`config.mk`:
```
export PLATFORM = sky130hd
export DESIGN_NAME = fpu_result_arb
export DESIGN_NICKNAME = d
export VERILOG_FILES = /design/src/rtl/fpu_result_arb.sv
export SDC_FILE = /design/constraint.sdc
export NUM_CORES = 1
export LEC_CHECK = 0
export ABC_CLOCK_PERIOD_IN_PS = 14300
export CORE_MARGIN = 8
export CORE_UTILIZATION = 55
export CTS_BUF_LIST = sky130_fd_sc_hd__clkbuf_2 sky130_fd_sc_hd__clkbuf_4 sky130_fd_sc_hd__clkbuf_8
export DETAILED_ROUTE_END_ITERATION = 7
export GPL_TIMING_DRIVEN = 0
export PLACE_DENSITY = 0.91
export SLEW_MARGIN = 20
export SYNTH_ARGS = -nofsm -noshare
export SYNTH_HDL_FRONTEND = slang
export SYNTH_SLANG_ARGS = --single-unit
```
`constraint.sdc`:
```
create_clock -name clk -period 14.3 [get_ports clk]
set_input_delay 2.86 -clock clk [delete_from_list [all_inputs] [get_ports clk]]
set_output_delay 2.86 -clock clk [all_outputs]
set_load 0.01 [all_outputs]
```
`src/rtl/fpu_result_arb.sv`:
```
// rtl/fpu_result_arb.sv - round-robin collector of FPU unit results into a tagged output FIFO
module fpu_result_arb #(
    parameter int NUM_UNITS = 9,
    parameter int WIDTH     = 32,
    parameter int FLAG_W    = 5,
    parameter int DEPTH     = 4,
    parameter int SRC_W     = $clog2(NUM_UNITS)
) (
    input  logic                          clk,
    input  logic                          rst_n,
    input  logic [NUM_UNITS-1:0]          res_valid,
    input  logic [NUM_UNITS*WIDTH-1:0]    res_data,
    input  logic [NUM_UNITS*FLAG_W-1:0]   res_flags,
    output logic [NUM_UNITS-1:0]          res_ready,
    output logic                          out_valid,
    input  logic                          out_ready,
    output logic [WIDTH-1:0]              out_data,
    output logic [FLAG_W-1:0]             out_flags,
    output logic [SRC_W-1:0]              out_src,
    input  logic                          clr_sticky,
    output logic [FLAG_W-1:0]             sticky_flags,
    output logic [$clog2(DEPTH):0]        fifo_level
);

    localparam int AW = $clog2(DEPTH);
    localparam int EW = SRC_W + FLAG_W + WIDTH;
    localparam logic [AW:0] LP_DEPTH = (AW+1)'(DEPTH);

    logic [SRC_W-1:0]  r_ptr;
    logic [AW-1:0]     r_wr;
    logic [AW-1:0]     r_rd;
    logic [AW:0]       r_level;
    logic [FLAG_W-1:0] r_sticky;
    logic [EW-1:0]     r_mem [DEPTH];

    logic              w_found;
    logic [SRC_W-1:0]  w_gnt_idx;
    logic [SRC_W-1:0]  w_ptr_nxt;
    logic              w_space;
    logic              w_push;
    logic              w_pop;
    logic [EW-1:0]     w_push_entry;
    logic [EW-1:0]     w_head;

    // First requester at or above the pointer, wrapping through the unit count.
    always_comb begin
        w_found   = 1'b0;
        w_gnt_idx = '0;
        for (int k = 0; k < NUM_UNITS; k++) begin
            if (!w_found && res_valid[(int'(r_ptr) + k) % NUM_UNITS]) begin
                w_found   = 1'b1;
                w_gnt_idx = SRC_W'((int'(r_ptr) + k) % NUM_UNITS);
            end
        end
    end

    assign out_valid = (r_level != '0);
    assign w_pop     = out_valid && out_ready;
    assign w_space   = (r_level < LP_DEPTH) || w_pop;
    assign w_push    = rst_n && w_found && w_space;
    assign w_ptr_nxt = (w_gnt_idx == SRC_W'(NUM_UNITS-1)) ? '0 : w_gnt_idx + 1'b1;

    always_comb begin
        res_ready = '0;
        if (w_push)
            res_ready[w_gnt_idx] = 1'b1;
    end

    assign w_push_entry = {w_gnt_idx,
                           res_flags[w_gnt_idx*FLAG_W +: FLAG_W],
                           res_data[w_gnt_idx*WIDTH +: WIDTH]};

    always_ff @(posedge clk) begin
        if (w_push)
            r_mem[r_wr] <= w_push_entry;
    end

    always_ff @(posedge clk or negedge rst_n) begin
        if (!rst_n) begin
            r_ptr    <= '0;
            r_wr     <= '0;
            r_rd     <= '0;
            r_level  <= '0;
            r_sticky <= '0;
        end else begin
            if (w_push) begin
                r_ptr <= w_ptr_nxt;
                r_wr  <= r_wr + 1'b1;
            end
            if (w_pop)
                r_rd <= r_rd + 1'b1;
            case ({w_push, w_pop})
                2'b10:   r_level <= r_level + 1'b1;
                2'b01:   r_level <= r_level - 1'b1;
                default: r_level <= r_level;
            endcase
            // Clear first, then keep whatever is popped in the same cycle.
            if (clr_sticky)
                r_sticky <= w_pop ? out_flags : '0;
            else if (w_pop)
                r_sticky <= r_sticky | out_flags;
        end
    end

    assign w_head       = r_mem[r_rd];
    assign out_data     = out_valid ? w_head[WIDTH-1:0] : '0;
    assign out_flags    = out_valid ? w_head[WIDTH +: FLAG_W] : '0;
    assign out_src      = out_valid ? w_head[WIDTH+FLAG_W +: SRC_W] : '0;
    assign sticky_flags = r_sticky;
    assign fifo_level   = r_level;

endmodule

```
== After elaboration in Yosys (flattened, before gate mapping) ==
Memories as Yosys holds them, arrays and structs flattened.
Cells that the tools add are included.
Storage, ports and cells
  register bits: 16
  RAM bits: 164
  input port bits: 346
  output and inout bits: 59
  word-level logic and storage cells: 129
  memories: 1
Memory list
  r_mem: depth 4, width 41, rd ports 1, clocked after Yosys merged registers in 0, write ports 1, RTL line 34  | logic [EW-1:0] r_mem [DEPTH];
Cells by class
  $add $sub $neg: 13
  multiply operators: 1
  div/mod/pow operators: 9
  magnitude comparators: 12
  eq/ne operators: 3
  shift operators: 2
  mux-type cells: 58
  bitwise gates (word level): 1
  reduce and logical (&&, ||, !) cells: 24
Operator list (count)
  32-bit by 6-bit < comparator with 1-bit output (second input constant): 9
  288-bit by 10-bit variable part select with 32-bit output: 1
  32-bit by 5-bit modulo with 32-bit output (second input constant): 8
  45-bit by 8-bit variable part select with 5-bit output: 1
  4-bit 2-to-1 mux: 11
  1-bit binary-select mux with 4-bit select: 9
  5-bit by 5-bit modulo with 32-bit output (second input constant): 1
  32-bit 2-to-1 mux: 1
  1-bit 2-to-1 mux: 30
  4-bit by 3-bit adder with 5-bit output (second input constant): 4
  5-bit 2-to-1 mux: 4
  1-bit logical AND: 12
  4-bit by 2-bit adder with 5-bit output (second input constant): 2
  9-bit 2-to-1 mux: 1
  1-bit zero test: 8
  4-bit by 3-bit multiplier with 7-bit output (second input constant): 1
  3-bit case mux with 2 select lines: 1
  4-bit by 1-bit adder with 5-bit output (second input constant): 1
  4-bit by 4-bit adder with 5-bit output (second input constant): 1
  4-bit by 5-bit < comparator with 1-bit output (second input constant): 1
  5-bit OR: 1
  2-bit by 1-bit adder with 2-bit output (second input constant): 2
  4-bit by 1-bit adder with 4-bit output (second input constant): 1
  1-bit demux with 4-bit select: 1
  other kinds (10): 11

== Longest topological paths before layout ==
  depth after elaboration: 34
  mapped depth: 34
  gate-level depth less buffers: 28

== Worst setup path after synthesis ==
No wires, ideal clock.
  path type: register to output
  start: register r_ptr[0]
  end: output res_ready[3]
  arrival time: 6.603 ns
  data required time: 11.440 ns
  setup slack: 4.837 ns
  stages on the path, launching flop included: 32
  buffers on the path: 7
  path through: dfrtp_1 > buf_2 > buf_4 > clkinv_1 > clkbuf_1 > clkbuf_1 > ha_1 > clkbuf_1 > inv_2 > ha_1 > nor2_1 > nand2_1 > o21ai_1 > xnor2_1 > inv_2 > ha_1 > inv_1 > nor2_1 > a21boi_0 > o21ai_1 > buf_4 > a21oi_1 > or3b_1 > a41o_1 > mux2i_2 > nand4bb_1 > o41ai_1 > o22a_2 > clkbuf_1 > ha_1 > nand2_1 > nor2_1
On the way
  cells in the longest elaborated chain, start to end: 34
  elaborated cells on any way between the ends: 86
  classes of those cells: 8 x add/sub; 9 x div; 2 x order compare; 48 x mux; 19 x reduce/logical
Ends and longest elaborated chain
  from (decl): RTL line 29  | logic [SRC_W-1:0] r_ptr;
  from (signal assigned): RTL line 87  | r_ptr <= w_ptr_nxt;
  branches (longest 28 deep; another with 32-bit by 5-bit modulo with 32-bit output)
  4-bit 2-to-1 mux *: RTL line 50  | if (!w_found && res_valid[(int'(r_ptr) + k) % NUM_UNITS]) begin
  net w_gnt_idx[1]: RTL line 37  | logic [SRC_W-1:0] w_gnt_idx;
  4-bit by 5-bit < comparator with 1-bit output (not written as such) or 4-bit by 1-bit greater-or-equal comparator with 1-bit output (tied branches): RTL line 66  | res_ready[w_gnt_idx] = 1'b1;
  1-bit logical AND (not written as such): RTL line 66
  1-bit 2-to-1 mux (not written as such): RTL line 66
  1-bit demux with 4-bit select *: RTL line 66
  9-bit 2-to-1 mux *: RTL line 65  | if (w_push)
  to (decl): RTL line 14  | output logic [NUM_UNITS-1:0] res_ready,
Mark *: on every way through the listed nets, which the timed path passes. The select of a mux whose other input is x is not followed.

== Worst setup path after layout ==
  start: register r_ptr[0]
  end: output res_ready[8]
On the way
  cells in the longest elaborated chain, start to end: 34
  elaborated cells on any way between the ends: 86
  classes of those cells: 8 x add/sub; 9 x div; 2 x order compare; 48 x mux; 19 x reduce/logical
Ends and longest elaborated chain (RTL line)
  branches (longest 33 deep; another with 32-bit by 5-bit modulo with 32-bit output)
  9-bit 2-to-1 mux *: 65
Every way passes the cells marked *. The select of a mux whose other input is x is not followed.

==> summary.txt <==
Hold Path Depth -> 1
R2R depth -> 31
Post-CTS setup buffer count -> 0
PortBufs -> 403
Fmax achieved -> 0.0746 GHz
# hold bufs at CTS -> 0
Fraction of registers with async set/reset -> 8.89%
TNS Setup -> 0 ns
Core Rows -> 60
Pre-antenna DRT Iters -> 6
Max Cap Violations -> 0
Core area -> 27,000 µm²
Hold path endpoint -> fifo_level[0]
Sequential fraction of the synthesis area -> 35.2%
Synth Register Bits -> 180
Vias in the first global route -> 14,600
Status -> completed
Worst Setup End Kind -> output port
Distinct cell type count after synthesis -> 107
Overflow after GRT -> 0
Synth Net Count -> 1,835
Fin. Hold Viols -> 0
CTS Sinks -> 180
Hold WC Path Type -> reg2reg
DIE HEIGHT -> 182 µm
Nature of the critical path startpoint -> flop
CP most frequent cell -> ha_1
Post-synthesis cell area -> 15,100 µm²
Slowest-stage cell, CP -> clkbuf_1
Max clock buf depth -> 2
PostCTS Resize Cnt -> 0
DP Worst Slack -> 1.89 ns
Die X -> 182 µm
Launch point of the worst reg-to-reg path -> r_ptr[0]
Largest net degree at the start of global routing -> 28
Starting Density -> 56.1%
P&R area growth vs syn -> 33.3%
Ys Warns -> 0
Worst-path clk slew -> 0.10 ns
Post-Syn Area per Cell -> 10.6 µm²
Root Driver -> clkbuf_8
CP delay by family, top -> buffers and inverters
Layout cells sized above 1 -> 11.3%
Main flop type after synthesis -> edfxtp_1
Initial antenna violation count -> 16
Worst Hold Launch -> fifo_level[0]
EDFF count, synth -> 164
WS Path Type -> reg2out
Drt total wl -> 65,200 µm
Starting DRT DRC Count -> 2,110
Final ANT Viol Nets -> 0
Arr. time, crit path -> 10.54 ns
Die area -> 33,100 µm²
Placed Cells incl. Taps -> 2,177
Fillcell total -> 1,853
RR Endpoint -> r_mem[3][30]
CTS Buf Count -> 17
Htree depth -> 4
DR vias -> 15,000
Final setup margin -> 0.896 ns
GRT Overall Usage -> 37.5%
RSZ-0062 raised after global routing -> no
I/O pin total -> 405
CP Data Required Time -> 11.44 ns
Dpl hpwl -> 51,100 µm
Post-Layout Cell Count -> 2,225
First-pass GRT wire length -> 92,900 µm
Fin. max-slew vios -> 0
Clk_lat worst skew -> 0.49 ns
Crit-path max cell delay -> 0.94 ns
Tcrit/Tclk final -> 93.7%
Post-Syn Instances -> 1,429
CTS tree -> built
Minimum clock period -> 13.40 ns
Slew @ Worst Pin -> 1.20 ns
Clk_skew -> 0.0253 ns
R2R Setup Slk -> 4.40 ns
Post-route DRC -> 0
Vias per cell -> 6.76
Worst-path fanout max -> 16
WP buf/inv -> 13
WL per Instance -> 29.3 µm
Nets -> 2,261
Final setup vio count -> 0
Slew headroom -> 20.2%
Final GP Congestion -> 1.04
[state kept, by name (all words and copies together) (netlist names)]
| register | flops |
|---|---|
| r_mem | 164 |
| sticky_flags | 5 |
| r_ptr | 4 |
| fifo_level | 3 |
| r_rd | 2 |
| r_wr | 2 |
[metal layers]
layer  global-route usage (%)  up-vias  wire length (µm)  part of all wire (%)
li1                         -     6379                 -                     -
met5                        0        -                 0                     0
met4                     22.1        0              4430                   6.8
met3                     8.48      227              7960                    12
met1                     46.2     7135             22700                    35
met2                     59.6     1307             30100                    46
[stage by stage]
step / utilization (%) / hold WS [ns] / cell area [µm²]
after floorplan: - / 0.526 / 15100
after global placement: 72.7 / 0.492 / 19600
after detailed placement: 73.0 / 0.504 / 19700
after CTS: 74.7 / 0.522 / 20100
after global routing: 74.8 / 0.545 / 20200
final: 74.8 / 0.519 / 20200
[synthesized netlist by cell type (5+ instances only)]
cell / n / area, µm²
o221ai_2: 20 / 300
o21ai_0: 75 / 375
or3_1: 5 / 31.3
a31oi_1: 8 / 50.1
nor3_1: 14 / 70.1
a221oi_1: 5 / 43.8
o31ai_1: 5 / 37.5
nand2b_1: 18 / 113
nor2b_1: 15 / 93.8
dfrtp_1: 16 / 400
nand3b_1: 8 / 60.1
mux2_2: 6 / 67.6
buf_2: 26 / 130
mux4_2: 53 / 1190
o211ai_1: 12 / 90.1
a211oi_1: 9 / 67.6
inv_2: 5 / 18.8
xor2_1: 5 / 43.8
and2_1: 52 / 325
or4_1: 6 / 45.0
buf_1: 5 / 18.8
nand2_1: 102 / 383
a21oi_1: 45 / 225
buf_4: 19 / 143
o21ai_1: 44 / 220
nor2_1: 60 / 225
o21a_1: 44 / 330
ha_1: 59 / 738
xnor2_1: 33 / 289
edfxtp_1: 164 / 4920
buf_6: 6 / 67.6
mux2i_1: 177 / 1770
nand4_1: 7 / 43.8
clkbuf_1: 47 / 176
o221ai_1: 20 / 175
nand3_1: 22 / 110
a21boi_0: 5 / 37.5
a21o_1: 11 / 82.6
and3_1: 10 / 62.6
inv_1: 55 / 206
o32ai_1: 5 / 43.8
[cells in the final DEF, fill, tap and decap left out, drive strengths merged, types with 7 or more instances in the layout]
cell           synthesis  layout
xnor2                 34      34
diode                  0      16
nor2                  60      60
clkbuf                48      65
nand3b                 8       8
dfrtp                 16      16
nor2b                 15      15
nand2                104     104
clkdlybuf4s50          0     403
o21a                  44      44
a221oi                 8       8
edfxtp               164     164
nand3                 22      22
clkinv                 2       9
o221ai                40      40
a21boi                 8       8
mux2                   8       8
nor3                  14      14
and2                  52      52
buf                   56      60
mux4                  53      53
a21o                  11      11
a31oi                  8       8
a21oi                 46      46
inv                   60      66
nand2b                18      18
mux2i                179     179
ha                    59      59
o211ai                13      13
a211oi                 9       9
o21ai                119     119
and3                  10      10
nand4                  7       7
[cells by family after synthesis]
kind of cell / count (synthesis) / synth area share [%]
AOI/OAI and AO/OA: 395 / 19.4
xor gates and xnor gates: 40 / 2.49
adders and majority gates: 61 / 5.08
buffers and inverters: 166 / 5.13
DFF: 180 / 35.2
muxes: 240 / 20.5
and+or+nand+nor: 347 / 12.2
[final cells by class]
cell class                      instances  area [µm²]  area share (%)
Clock inverter                         15         214            1.06
Timing Repair Buffer                  407        4110            20.4
Multi-Input combinational cell       1083        9030            44.8
Buffer                                104         543            2.69
Sequential cell                       180        5330            26.4
Inverter                               62         233            1.15
Clock buffer                           17         234            1.16
Antenna cell                           16        40.0           0.199
Tap cell                              341         427            2.12
[worst max path at each step]
stage / start / to / slack [ns] / cells after the start
after detailed placement: r_ptr[0] / res_ready[8] / 1.89 / 32
after CTS: r_ptr[0] / res_ready[8] / 1.32 / 32
after global routing: r_ptr[0] / res_ready[8] / 0.61 / 32
after floorplan: r_ptr[0] / res_ready[3] / 4.84 / 31
final: r_ptr[0] / res_ready[8] / 0.90 / 31
after global placement: r_ptr[0] / res_ready[8] / 1.96 / 32
Power is left out: the tool's default activity adds up to more than one toggle a clock period on the data nets, which glitch-free logic cannot reach.
